$ cat config.mk
export PLATFORM = sky130hd
export DESIGN_NAME = serial_program_loader_flat
export DESIGN_NICKNAME = d
export VERILOG_FILES = /design/src/rtl/serial_program_loader_pkg.sv /design/src/rtl/serial_program_loader_if.sv /design/src/rtl/serial_program_loader_sync_edge.sv /design/src/rtl/serial_program_loader.sv /design/src/flat_wrapper.sv
export SDC_FILE = /design/constraint.sdc
export NUM_CORES = 1
export LEC_CHECK = 0
export CAP_MARGIN = 25
export CORE_MARGIN = 2
export CORE_UTILIZATION = 39
export DETAILED_ROUTE_END_ITERATION = 8
export GPL_ROUTABILITY_DRIVEN = 0
export GPL_TIMING_DRIVEN = 0
export PLACE_DENSITY_LB_ADDON = 0.1
export SETUP_SLACK_MARGIN = 0.02
export SLEW_MARGIN = 20
export SYNTH_ARGS = -nofsm -noshare
export SYNTH_HDL_FRONTEND = slang
export SYNTH_SLANG_ARGS = --single-unit
$ cat constraint.sdc
create_clock -name clk -period 2.5 [get_ports clk]
set_input_delay 0.25 -clock clk [delete_from_list [all_inputs] [get_ports clk]]
set_output_delay 0.25 -clock clk [all_outputs]
set_load 0.005 [all_outputs]
$ cat src/rtl/serial_program_loader_pkg.sv
// Shared types and constants for the serial program loader.
package serial_program_loader_pkg;

    localparam int unsigned WORD_W = 16;

    typedef enum logic [2:0] {
        IDLE,
        RECV,
        LATCH,
        WRITE,
        DONE
    } loader_state_t;

endpackage

$ cat src/rtl/serial_program_loader_if.sv
// Loader-side bus: shift register strobe/bit/parallel word and instruction memory write port.
interface serial_program_loader_if #(
    parameter int unsigned ADDR_W = 15
);
    import serial_program_loader_pkg::*;

    logic              shift_bit;
    logic              shift_en;
    logic [WORD_W-1:0] word;
    logic              wr_en;
    logic [ADDR_W-1:0] wr_addr;
    logic [WORD_W-1:0] wr_data;

    modport master (
        output shift_bit,
        output shift_en,
        input  word,
        output wr_en,
        output wr_addr,
        output wr_data
    );

    modport slave (
        input  shift_bit,
        input  shift_en,
        output word,
        input  wr_en,
        input  wr_addr,
        input  wr_data
    );

endinterface

$ cat src/rtl/serial_program_loader_sync_edge.sv
// Multi-flop synchroniser for an asynchronous input with single-cycle rise/fall pulses.
module serial_program_loader_sync_edge #(
    parameter int unsigned SYNC_STAGES = 2
) (
    input  logic clk,
    input  logic resetb,
    input  logic i_async,
    output logic o_level,
    output logic o_rise,
    output logic o_fall
);

    logic [SYNC_STAGES-1:0] r_sync;
    logic                   r_level_d1;

    always_ff @(posedge clk or negedge resetb) begin
        if (!resetb) begin
            r_sync     <= '0;
            r_level_d1 <= 1'b0;
        end else begin
            r_sync     <= {r_sync[SYNC_STAGES-2:0], i_async};
            r_level_d1 <= r_sync[SYNC_STAGES-1];
        end
    end

    assign o_level = r_sync[SYNC_STAGES-1];
    assign o_rise  = r_sync[SYNC_STAGES-1] & ~r_level_d1;
    assign o_fall  = ~r_sync[SYNC_STAGES-1] & r_level_d1;

endmodule

$ cat src/rtl/serial_program_loader.sv
// Program download controller: serial stream -> shift register -> instruction memory,
// holding the CPU in reset while a download is active.
module serial_program_loader
    import serial_program_loader_pkg::*;
#(
    parameter int unsigned ADDR_W      = 15,
    parameter int unsigned SYNC_STAGES = 2
) (
    input  logic                           clk,
    input  logic                           resetb,
    input  logic                           sck_i,
    input  logic                           sdi_i,
    input  logic                           csb_i,
    serial_program_loader_if.master        bus,
    output logic                           cpu_hold_o,
    output logic                           done_o,
    output logic                           partial_o,
    output logic                           overflow_o
);

    localparam logic [ADDR_W:0] MAX_WORDS = {1'b1, {ADDR_W{1'b0}}};
    localparam logic [ADDR_W:0] ADDR_ONE  = {{ADDR_W{1'b0}}, 1'b1};

    logic w_sck_s, w_sck_rise, w_sck_fall_unused;
    logic w_csb_s, w_csb_rise, w_csb_fall;
    logic w_sdi_s, w_sdi_rise_unused, w_sdi_fall_unused;

    serial_program_loader_sync_edge #(.SYNC_STAGES(SYNC_STAGES)) u_sync_sck (
        .clk     (clk),
        .resetb  (resetb),
        .i_async (sck_i),
        .o_level (w_sck_s),
        .o_rise  (w_sck_rise),
        .o_fall  (w_sck_fall_unused)
    );

    serial_program_loader_sync_edge #(.SYNC_STAGES(SYNC_STAGES)) u_sync_csb (
        .clk     (clk),
        .resetb  (resetb),
        .i_async (csb_i),
        .o_level (w_csb_s),
        .o_rise  (w_csb_rise),
        .o_fall  (w_csb_fall)
    );

    serial_program_loader_sync_edge #(.SYNC_STAGES(SYNC_STAGES)) u_sync_sdi (
        .clk     (clk),
        .resetb  (resetb),
        .i_async (sdi_i),
        .o_level (w_sdi_s),
        .o_rise  (w_sdi_rise_unused),
        .o_fall  (w_sdi_fall_unused)
    );

    logic w_sck_level_unused;
    assign w_sck_level_unused = w_sck_s;

    loader_state_t   r_state, w_state_nx;
    logic [3:0]      r_bit_cnt, w_bit_cnt_nx;
    logic [ADDR_W:0] r_addr, w_addr_nx;
    logic            r_end_pending, w_end_pending_nx;
    logic            r_cpu_hold, w_cpu_hold_nx;
    logic            r_done, w_done_nx;
    logic            r_partial, w_partial_nx;
    logic            r_overflow, w_overflow_nx;
    logic            w_shift_en, w_shift_bit, w_wr_en;

    always_ff @(posedge clk or negedge resetb) begin
        if (!resetb) begin
            r_state       <= IDLE;
            r_bit_cnt     <= '0;
            r_addr        <= '0;
            r_end_pending <= 1'b0;
            r_cpu_hold    <= 1'b0;
            r_done        <= 1'b0;
            r_partial     <= 1'b0;
            r_overflow    <= 1'b0;
        end else begin
            r_state       <= w_state_nx;
            r_bit_cnt     <= w_bit_cnt_nx;
            r_addr        <= w_addr_nx;
            r_end_pending <= w_end_pending_nx;
            r_cpu_hold    <= w_cpu_hold_nx;
            r_done        <= w_done_nx;
            r_partial     <= w_partial_nx;
            r_overflow    <= w_overflow_nx;
        end
    end

    always_comb begin
        w_state_nx       = r_state;
        w_bit_cnt_nx     = r_bit_cnt;
        w_addr_nx        = r_addr;
        w_end_pending_nx = r_end_pending;
        w_cpu_hold_nx    = r_cpu_hold;
        w_done_nx        = r_done;
        w_partial_nx     = r_partial;
        w_overflow_nx    = r_overflow;
        w_shift_en       = 1'b0;
        w_shift_bit      = 1'b0;
        w_wr_en          = 1'b0;

        case (r_state)
            IDLE, DONE: begin
                if (w_csb_fall) begin
                    w_state_nx       = RECV;
                    w_bit_cnt_nx     = '0;
                    w_addr_nx        = '0;
                    w_end_pending_nx = 1'b0;
                    w_cpu_hold_nx    = 1'b1;
                    w_done_nx        = 1'b0;
                    w_partial_nx     = 1'b0;
                    w_overflow_nx    = 1'b0;
                end
            end
            RECV: begin
                if (w_csb_rise) begin
                    w_state_nx    = DONE;
                    w_cpu_hold_nx = 1'b0;
                    w_bit_cnt_nx  = '0;
                    if (r_bit_cnt == 4'd0) begin
                        w_done_nx = 1'b1;
                    end else begin
                        w_done_nx    = 1'b0;
                        w_partial_nx = 1'b1;
                    end
                end else if (w_sck_rise && !w_csb_s) begin
                    w_shift_en  = 1'b1;
                    w_shift_bit = w_sdi_s;
                    if (r_bit_cnt == 4'd15) begin
                        w_bit_cnt_nx = '0;
                        w_state_nx   = LATCH;
                    end else begin
                        w_bit_cnt_nx = r_bit_cnt + 4'd1;
                    end
                end
            end
            // the shift register output lags the 16th strobe by one cycle
            LATCH: begin
                w_state_nx = WRITE;
                if (w_csb_rise) begin
                    w_end_pending_nx = 1'b1;
                end
            end
            WRITE: begin
                if (r_addr < MAX_WORDS) begin
                    w_wr_en   = 1'b1;
                    w_addr_nx = r_addr + ADDR_ONE;
                end else begin
                    w_overflow_nx = 1'b1;
                end
                // a chip-select release seen during LATCH/WRITE ends the download after this write
                if (w_csb_rise || r_end_pending) begin
                    w_state_nx       = DONE;
                    w_done_nx        = 1'b1;
                    w_cpu_hold_nx    = 1'b0;
                    w_end_pending_nx = 1'b0;
                end else begin
                    w_state_nx = RECV;
                end
            end
            default: begin
                w_state_nx = IDLE;
            end
        endcase
    end

    assign bus.shift_en  = w_shift_en;
    assign bus.shift_bit = w_shift_bit;
    assign bus.wr_en     = w_wr_en;
    assign bus.wr_addr   = r_addr[ADDR_W-1:0];
    assign bus.wr_data   = w_wr_en ? bus.word : '0;

    assign cpu_hold_o = r_cpu_hold;
    assign done_o     = r_done;
    assign partial_o  = r_partial;
    assign overflow_o = r_overflow;

endmodule

$ cat src/flat_wrapper.sv
// flat-port wrapper written by rule: the top's interface ports become plain ports
module serial_program_loader_flat import serial_program_loader_pkg::*;
#(
    parameter int unsigned ADDR_W      = 15,
    parameter int unsigned SYNC_STAGES = 2
)
  (clk, resetb, sck_i, sdi_i, csb_i, cpu_hold_o, done_o, partial_o, overflow_o, bus_shift_bit, bus_shift_en, bus_word, bus_wr_en, bus_wr_addr, bus_wr_data);
  serial_program_loader_if #(.ADDR_W(ADDR_W)) bus_i ();
  input  logic clk;
  input  logic resetb;
  input  logic sck_i;
  input  logic sdi_i;
  input  logic csb_i;
  output logic cpu_hold_o;
  output logic done_o;
  output logic partial_o;
  output logic overflow_o;
  output wire logic [$bits(bus_i.shift_bit)-1:0] bus_shift_bit;
  output wire logic [$bits(bus_i.shift_en)-1:0] bus_shift_en;
  input wire logic [$bits(bus_i.word)-1:0] bus_word;
  output wire logic [$bits(bus_i.wr_en)-1:0] bus_wr_en;
  output wire logic [$bits(bus_i.wr_addr)-1:0] bus_wr_addr;
  output wire logic [$bits(bus_i.wr_data)-1:0] bus_wr_data;
  assign bus_shift_bit = bus_i.shift_bit;
  assign bus_shift_en = bus_i.shift_en;
  assign bus_i.word = bus_word;
  assign bus_wr_en = bus_i.wr_en;
  assign bus_wr_addr = bus_i.wr_addr;
  assign bus_wr_data = bus_i.wr_data;
  serial_program_loader #(.ADDR_W(ADDR_W), .SYNC_STAGES(SYNC_STAGES)) u_core (.clk(clk), .resetb(resetb), .sck_i(sck_i), .sdi_i(sdi_i), .csb_i(csb_i), .bus(bus_i), .cpu_hold_o(cpu_hold_o), .done_o(done_o), .partial_o(partial_o), .overflow_o(overflow_o));
endmodule
Word-level counts from Yosys, hierarchy flattened:

Cells that the tools add are included.

* $add $sub $neg: 2
* order comparisons: 1
* eq/ne operators: 14
* mux-type cells: 39
* bitwise operators: 6
* reduce and logical (&&, ||, !) cells: 17

Operator list (count)
* $mux 16: 3
* $pmux 16 s2: 1
* $mux 1: 19
* $add 16x1->16 const B: 1
* $lt 16x16->1 const B: 1
* $mux 4: 4
* $mux 3: 5
* $pmux 3 s4: 1
* $reduce_and 3->1: 4
* $reduce_and 4->1: 3
* $pmux 1 s3: 3
* $ne 2x1->1 const B: 4
* $pmux 4 s2: 1
* $eq 3x2->1 const B: 2
* $ne 2x2->1 const B: 3
* $ne 3x1->1 const B: 2
* $reduce_bool 3->1: 2
* $add 4x1->4 const B: 1
* $eq 4x4->1 const B: 1
* $logic_not 4->1: 1
* $pmux 1 s2: 2
* $reduce_bool 2->1: 2
* $and 1x1->1: 3
* $eq 3x1->1 const B: 1
* other kinds (7): 9

* bits in registers: 36
* output and inout port bits: 38
* word-level logic and storage cells: 92

Logic depth before layout (Yosys ltp):

Gate-level depths: netlist of the first run.

* word-level depth: 6
* gate-level depth with buffers: 7

Hierarchy:

A second synthesis of the first run with hierarchy kept.

* cell total of the unflattened synthesis: 201
* area, all modules: 1945.6 um2

Modules (own cells, without submodules)
* serial_program_loader: instances 1, cells each 186, area each 1675.4 um2, sequential area each 700.7 um2
* serial_program_loader_sync_edge: instances 3, cells each 5, area each 90.1 um2, sequential area each 75.1 um2

Worst setup path before layout of the first run:

OpenSTA, ideal clock, no wires.

* path type: flip-flop to flip-flop
* start: reg u_core.r_state[0]
* end: reg u_core.r_addr[14]
* arrival: 1.920 ns
* required time: 2.422 ns
* slack: 0.502 ns
* stages on the path, launching flop included: 7
* path buffers: 2
* clock period less this slack: 1.998 ns
* cell sequence: dfrtp_1 -> buf_6 -> or4b_4 -> buf_6 -> a211o_1 -> or3_1 -> a21oi_1

* cells in the longest elaborated chain, start to end: 4
* elaborated cells on any way between the ends: 9

RTL lines
* start, declared: RTL line serial_program_loader.sv:58 `loader_state_t r_state, w_state_nx;`
* start signal, assigned: RTL line serial_program_loader.sv:79 `r_state <= w_state_nx;`
* $eq 3x3->1 / $logic_not 3->1 (equally long branches): RTL line serial_program_loader.sv:103 `case (r_state)`
* $reduce_or 2->1: RTL line serial_program_loader.sv:103
* $ne 2x2->1 (no source line) / $reduce_bool 2->1 (equally long branches)
* $reduce_and 3->1 (no source line)
* end signal, assigned: RTL line serial_program_loader.sv:81 `r_addr <= w_addr_nx;`
* end, declared: RTL line serial_program_loader.sv:60 `logic [ADDR_W:0] r_addr, w_addr_nx;`

Parallel ways exist; a longest one is shown, timed or not.
A chain may end at the register's enable or synchronous reset.

Worst setup path in the final report of the first run:

* start: reg u_core.r_state[2]
* end: out bus_shift_bit

* cells in the longest elaborated chain, start to end: 2

RTL lines
* $eq 3x1->1: RTL line serial_program_loader.sv:103
* $mux 1: RTL line serial_program_loader.sv:103
* end, declared: RTL line flat_wrapper.sv:18 `output wire logic [$bits(bus_i.shift_bit)-1:0] bus_shift_bit;`

Every way passes these cells.

==> results, run 1 <==
- The flow ran to the end, and the final reports show no timing, DRC or antenna violations.
- The time the final worst path needs with I/O delays and setup is 2410 ps.
- Summed over all nets, the switching power comes to 0.423 mW.
- The number of DRC markers in iteration 0 is 116.
- The floorplan step defined a die boundary enclosing 5510 sq um.
- The final critical path takes up 96.5% of the cycle.
- Summed over all nets, the half-perimeter wirelength after detailed placement is 3050 um.
- The clock net in this run drives a total of 36 sinks.
- On the final layout, the worst clock skew is 10.9 ps.
- Counting flops with an async set or reset pin after synthesis yields a share of 100%.
- In this run the worst path has a maximum fanout of 5.
- Relative to the synthesized area, the layout overhead comes to 43.2%.
- For the worst setup path, the data arrival time is 2160 ps.
- The global-route usage over all layers is 16.8%.
- Entering global routing, the biggest net connects 26 pins.
- At the pin with the least slew margin, the transition time is 741 ps.
- The repair_antennas step left the layout with diodes totalling 0.
- For this block, the routed nets add up to 4260 um of wire.
- The number of H-tree levels is 2.
- The most common cell after layout, fill and taps aside is sky130_fd_sc_hd__clkdlybuf4s50_1.
- The insertion delay to the later sink of the worst-skew pair is 290 ps.
- The power density over cell area is 542 nW/um^2.
- The share of post-route cells with drive strength above 1 is 16.1%.
- The worst-case IR drop observed on VDD is 301 uV.
- The number of max-cap violations is 0.
- After synthesis the cells add up to 1920 sq um.
- The via density per instance is 4.96.
- The total negative slack is 0 ps.
- The die span in y is 74.2 um.
- Net switching is 28.3% of the power.
- The predominant post-synthesis flop cell is sky130_fd_sc_hd__dfrtp_1.
- The tree is rooted in a sky130_fd_sc_hd__clkbuf_8.
- After clock tree synthesis, the clock-pin slew on the worst setup and hold paths is 80 ps.
- The number of different library cells used by synthesis comes to 40.
- The tightest min-delay check is of the flop to flop type.
- The final number of hold-violating endpoints came to 0.
- The max-slew violation count is 0.
- The pre-antenna-repair detailed-routing pass consisted of 4 iterations.
- Yosys printed 0 warnings.
- The synthesized design contains 36 register bits.
- The number of placed I/O pins is 59.
- The number of remaining DRC errors is 0.
- The number of global-route vias before repair came to 1571.
- The worst pin sits at a relative slew slack of 50.5%.
- The wire length per cell after detailed routing is 12.5 um.
- At the end of the flow, the number of nets in the layout was 297.
- The number of synthesized flops with an enable pin is 0.
- The start-to-end type of the worst setup path is flop to output port.
- Synthesis produced a netlist with a net count of 228.
- The per-instance average area after synthesis is 9.42 sq um.
- After technology mapping, the gate count stands at 204.
- The placed instance count is 330.
- The wire length of the first global-routing pass is 7090 um.
- The floorplan has 25 rows.
- During placement, the flow inserted port buffers numbering 58.
- Global routing finished with a remaining overflow of 0.
- Once detail routing completed, the nets flagged for antenna violations numbered 0.
- TritonCTS built the clock tree.
- Sequential cells were found to cover 46.9% of the synthesized design area.
- Setup violations remaining at the end of the flow were counted as 0.
- The starting utilization of the core area is 40.7%.
- The utilization after layout is 58.3%.
- The clock network is responsible for 30.4% of the overall power.
- The number of antenna violations at the first check in global routing is 0.
- Setup repair after global routing left no endpoint under its margin.
- At the worst endpoint, the required time is 2250 ps.
- The floorplan step defined a core boundary enclosing 4720 sq um.
- Timing would allow up to 0.415 GHz.
- Before CTS, the worst setup slack after placement is -51.5 ps.
- For this run, the number of standard cells in the final layout without fillers is 340.
- The kind of capture point of the worst setup path is an output port.
- The buffer depth of the longest clock path is 2.
- The combinational cell fraction of total power is 22.5%.
- The final worst-path setup slack is 88.1 ps.
- The cell-internal power is 1.07 mW.
- The total via count after detailed routing is 1688.
- The number of clock buffers inserted by TritonCTS is 5.
- The analysis attributes to cell leakage a power of 1.14 nW.
- In the layout the commonest cells are sky130_fd_sc_hd__clkdlybuf4s50_1 (57), sky130_fd_sc_hd__dfrtp_1 (33), sky130_fd_sc_hd__buf_4 (21).
- The width of the die is 74.2 um.
- The critical path launch point type is a flop.
- The total design power is 1.49 mW.
- The register share of total power is 47.1%.
-- final cells by class --
class / count / area (sq um)
Buffer: 21 / 158
Clock buffer: 7 / 96.3
Fill cell: 424 / 1970
Inverter: 6 / 22.5
Multi-Input combinational cell: 139 / 852
Sequential cell: 36 / 905
Tap cell: 67 / 83.8
Timing Repair Buffer: 64 / 636
-- cell families after synthesis --
kind of cell / Yosys count / share of synthesized area (%)
mux: 2 / 1.04
buf+inv: 29 / 9.37
compound gates: 47 / 15.0
xor+xnor: 3 / 1.37
simple gates: 84 / 24.4
fa+ha+maj: 3 / 1.95
flops: 36 / 46.9
-- power by group through the flow --
stage / registers [mW] / clock network (mW) / logic [mW]
final: 0.703 / 0.453 / 0.335
after global routing: 0.715 / 0.487 / 0.382
after CTS: 0.705 / 0.464 / 0.327
after detailed placement: 0.715 / 0 / 0.318
after global placement: 0.713 / 0 / 0.312
after floorplan: 0.702 / 0 / 0.187
-- timing repair --
action | 4_1_cts | 5_1_grt
resized for setup | 8 | 5
setup endpoints to repair | 19 | 17
pin swaps | 1 | 1
endpoints found under the hold margin | 11 | 0
buffers inserted | 1 | 3
hold buffers | 1 | 0
-- layer usage --
metal | GRT usage, % | vias to the layer above | part of all wire (%) | wire, um
li1 | - | 831 | - | -
met1 | 23.8 | 807 | 48 | 2050
met2 | 24.8 | 45 | 46 | 1950
met3 | 4.34 | 5 | 4.7 | 201
met4 | 6.26 | 0 | 1.2 | 53
met5 | 0 | - | 0 | 0
-- flip-flops by register name (all words and copies together), names as in the netlist --
register	count
u_core.r_state	3
u_core.u_sync_sck.r_level_d1	1
u_core.overflow_o	1
u_core.cpu_hold_o	1
u_core.r_end_pending	1
u_core.done_o	1
u_core.r_bit_cnt	4
u_core.u_sync_sck.r_sync	2
u_core.r_addr	16
u_core.partial_o	1
u_core.u_sync_sdi.r_sync	2
u_core.u_sync_csb.r_level_d1	1
u_core.u_sync_csb.r_sync	2
-- synthesized netlist by cell type, drive strengths merged (2+ instances only) --
master   n  area [sq um]
nand2   17          63.8
inv      6          22.5
nand2b   4          25.0
xnor2    2          17.5
and4     2          17.5
a21oi   15          75.1
mux2i    2          20.0
nor2b    3          18.8
a211o    2          17.5
and2    17           106
a22o     2          17.5
nor3     3          15.0
or3      8          50.1
a31oi    3          18.8
ha       3          37.5
nor2    14          52.6
nand4    3          18.8
o21ai   15          75.1
buf     17           135
clkbuf   6          22.5
nand3    6          30.0
or3b     2          17.5
dfrtp   36           901
-- critical path, cell delays in order, from the launching register on --
cell                              delay [ps]
sky130_fd_sc_hd__dfrtp_2                 440
sky130_fd_sc_hd__buf_4                   160
sky130_fd_sc_hd__or3b_2                  510
sky130_fd_sc_hd__nor2_4                  140
sky130_fd_sc_hd__and2_1                  130
sky130_fd_sc_hd__clkdlybuf4s50_1         490
-- stage by stage --
stage               area [sq um]  hold slack (ps)
detailed placement          2600              153
floorplan                   1920            -45.6
global placement            2590              332
CTS                         2730              350
global route                2750              359
finish                      2750              348
-- worst paths after layout --
| kind | from | end | slack [ps] | cells after the start |
|---|---|---|---|---|
| max in group asynchronous | resetb | u_core.r_state[1] | 1680 | 3 |
| worst max-delay path | u_core.r_state[2] | bus_shift_bit | 90 | 5 |
| worst min register to register | u_core.u_sync_sdi.r_sync[0] | u_core.u_sync_sdi.r_sync[1] | 350 | 0 |
| worst min-delay path | u_core.u_sync_sdi.r_sync[0] | u_core.u_sync_sdi.r_sync[1] | 350 | 0 |
| min in group asynchronous | resetb | u_core.r_bit_cnt[1] | 390 | 2 |
| worst max register to register | u_core.r_state[0] | u_core.r_addr[12] | 380 | 6 |
Power figures use the tool's default switching activity.
==> run 2, diff against run 1 <==
- CELL_PAD_IN_SITES_DETAIL_PLACEMENT: default -> 0
- CELL_PAD_IN_SITES_GLOBAL_PLACEMENT: default -> 1
- CORE_UTILIZATION: 39 -> 31
- clock period: 2.5 -> 2.1 ns (I/O delays scaled with it)
==> results, run 2 (synthesis results as in run 1) <==
- The flow ran to the end, and the final reports show no timing, DRC or antenna violations.
- The delay of the slowest cell on the worst path is 590 ps (+80 ps).
- The die span in y is 82.7 um (+12%).
- The final number of hold-violating endpoints is 0 (unchanged).
- The number of DRC markers in iteration 0 is 56 (-52%).
- The wire length of the first global-routing pass is 7800 um (+10%).
- The wire length per cell after detailed routing was 13.1 um (+4.3%).
- The total half-perimeter wirelength after legalization and detailed placement is 3320 um (+8.8%).
- The number of port buffers is 58 (unchanged).
- The pin count of the biggest net entering global routing is 20 (-23%).
- The register with the most flip-flops is u_core.r_addr.
- The library cell used most frequently in the layout, excluding fill and tap cells, is sky130_fd_sc_hd__clkdlybuf4s50_1.
- The largest registers in the layout are u_core.r_addr (16), u_core.r_bit_cnt (4), u_core.r_state (3).
- TritonCTS built the clock tree.
- Setup repair after global routing could not meet its margin everywhere.
- The top metal layer carrying routed signals is met4.
- The detailed-routed wire length on met3 was 186 um (-7.5%).
- The number of sinks driven by the clock tree came to 36 (unchanged).
- The count of antenna diodes in the layout is 0 (unchanged).
- The number of placed I/O pins is 59 (unchanged).
- The insertion delay to the later sink of the worst-skew pair came to 290 ps (about the same).
- The setup skew after layout came to 5.05 ps (-5.89 ps).
- The number of remaining DRC errors is 0 (unchanged).
- The switching share of power is 28.6% (+0.25 points).
- The length of the first detailed-routing pass in iterations is 4 (unchanged).
- The width of the die came to 82.7 um (+12%).
- The clock input transition at the sequential cells of the worst setup and hold paths is 70 ps (about the same).
- The via density per instance is 4.73 (-4.7%).
- The power density over cell area was 639 nW/um^2 (+18%).
- The number of H-tree levels is 2 (unchanged).
- The number of max-cap violations is 0 (unchanged).
- The transition at the pin with the smallest max-transition slack was 525 ps (-216 ps).
- The kind of capture point of the worst setup path is a flop.
- The routed metal-1 wirelength came to 2290 um (+12%).
- The number of clock buffers inserted by TritonCTS is 5 (unchanged).
- The total design power is 1.81 mW (+22%).
- The core region area is 5960 sq um (+26%).
- The root buffer cell chosen for the clock tree is sky130_fd_sc_hd__clkbuf_8.
- The peak fanout along the critical path is 8 (+3).
- The total via count after detailed routing was 1694 (+0.36%).
- The worst slew margin relative to its limit is 64.8% (+14 points).
- The wire length reported by the detailed router is 4670 um (+9.8%).
- The area enclosed by the die boundary came to 6850 sq um (+24%).
- The number of filler instances in the final layout is 611 (+44%).
- Leaving out fill and tap cells, the most frequent cells in the layout are sky130_fd_sc_hd__clkdlybuf4s50_1 (38), sky130_fd_sc_hd__dfrtp_1 (35), sky130_fd_sc_hd__buf_4 (27).
- The class of the tightest hold or removal check is flop to flop.
- The global-route usage over all layers is 15.4% (-1.4 points).
- The data required time of the worst path is 2320 ps (+70 ps).
- In the finished design, the share of the clock period the worst path needs comes to 96.8%.
- The flip-flop count of the largest register after layout was 16 (unchanged).
- The worst path arrival time is 2250 ps (+90 ps).
- The critical-path cell with the highest stage delay is sky130_fd_sc_hd__or4bb_4.
- The max-slew violation count was 0 (unchanged).
- The share of post-route cells with drive strength above 1 came to 26.9% (+11 points).
- The critical path is of the flop to flop type.
- The worst setup path is launched from a flop.
- The part of the power in the clock network is 28.2% (-2.2 points).
- The final net count was 306 (+3.0%).
- The cell-internal power is 1.29 mW (+21%).
- Timing would allow up to 0.492 GHz.
- The number of antenna violations at the first check in global routing was 0 (unchanged).
- The starting utilization of the core area is 32.3% (-8.4 points).
- The total leakage power was 1.25 nW (+9.2%).
- Traced cell by cell, the critical path runs through or4bb_4, buf_6, a211o_4, or3_4, a21oi_2.
- The net load switching power is 0.518 mW (+23%).
- The number of routed nets with antenna violations was 0 (unchanged).
- The final worst-path setup slack came to 66.8 ps (-21.3 ps).
- The buffer depth of the longest clock path is 2 (unchanged).
- The combinational cell fraction of total power is 25.9% (+3.4 points).
- The worst slack after detailed placement is -412 ps (-361 ps).
- Counting I/O delays and the setup requirement, the final critical path takes 2030 ps.
- The routed wire length on met2 is 2140 um (+9.6%).
- The area added between synthesis and finish is 47.5%.
- The number of global-route vias before repair is 1612 (+2.6%).
- The leftover overflow at the end of global routing was 0 (unchanged).
- The register share of total power is 45.9% (-1.2 points).
- The total setup violations reported at the end of the flow is 0 (unchanged).
- The number of rows created at floorplan was 28 (+12%).
- The highest ir drop seen on vdd was 321 uV (+6.7%).
-- run 2: final cells by class --
cell class	instances	area, sq um	area share [%]
tap	75	93.8	3.31
multi-input combinational	139	913	32.2
buffer	19	146	5.16
sequential	36	902	31.8
timing repair buffer	75	664	23.4
clock buffer	8	90.1	3.18
inverter	6	25.0	0.883
-- run 2: stage by stage --
step	std cells	instance area, sq um	hold WS [ps]	setup TNS [ps]	utilization (%)
after floorplan	204	1920	-85.6	0	-
after global placement	337	2600	333	-10400	43.6
after detailed placement	338	2620	180	-7050	44.0
after CTS	355	2810	341	-26.4	47.2
after global routing	358	2840	335	0	47.6
final	358	2840	350	0	47.6
-- run 2: worst paths after layout --
kind                                              from                           to  slack, ps  cells past startpoint
min reg2reg                u_core.u_sync_csb.r_sync[0]  u_core.u_sync_csb.r_sync[1]        350                      0
min in group asynchronous                       resetb          u_core.r_bit_cnt[0]        390                      2
max reg2reg                          u_core.r_addr[15]            u_core.r_addr[14]         70                      5
min                        u_core.u_sync_csb.r_sync[0]  u_core.u_sync_csb.r_sync[1]        350                      0
max in group asynchronous                       resetb            u_core.r_state[2]       1250                      3
max                                  u_core.r_addr[15]            u_core.r_addr[14]         70                      5
-- run 2: what timing repair did --
item,in CTS,in global routing
setup buffers,10,5
endpoints found under the hold margin,17,0
setup endpoints to repair,27,29
pin swaps,12,2
hold buffers,1,0
resized for setup,58,31
gates cloned,0,0
-- run 2: power by group through the flow --
stage                     Sequential [mW]  Combinational [mW]  Clock, mW
after detailed placement            0.850               0.387          0
final                               0.832               0.469      0.512
after global routing                0.845               0.525      0.576
after CTS                           0.831               0.446      0.536
after floorplan                     0.836               0.223          0
after global placement              0.850               0.380          0
-- run 2: per-layer routing --
metal	GRT usage, %	vias up
met3	5.00	6
met2	23.0	40
li1	-	851
met5	0	-
met1	20.9	797
met4	5.41	0
-- run 2: worst max-delay path, delay by kind of cell, from the launching register on --
| family | cells | cell delay [ps] |
|---|---|---|
| compound gates | 2 | 480 |
| buf+inv | 1 | 160 |
| simple gates | 2 | 920 |
| flops | 1 | 390 |
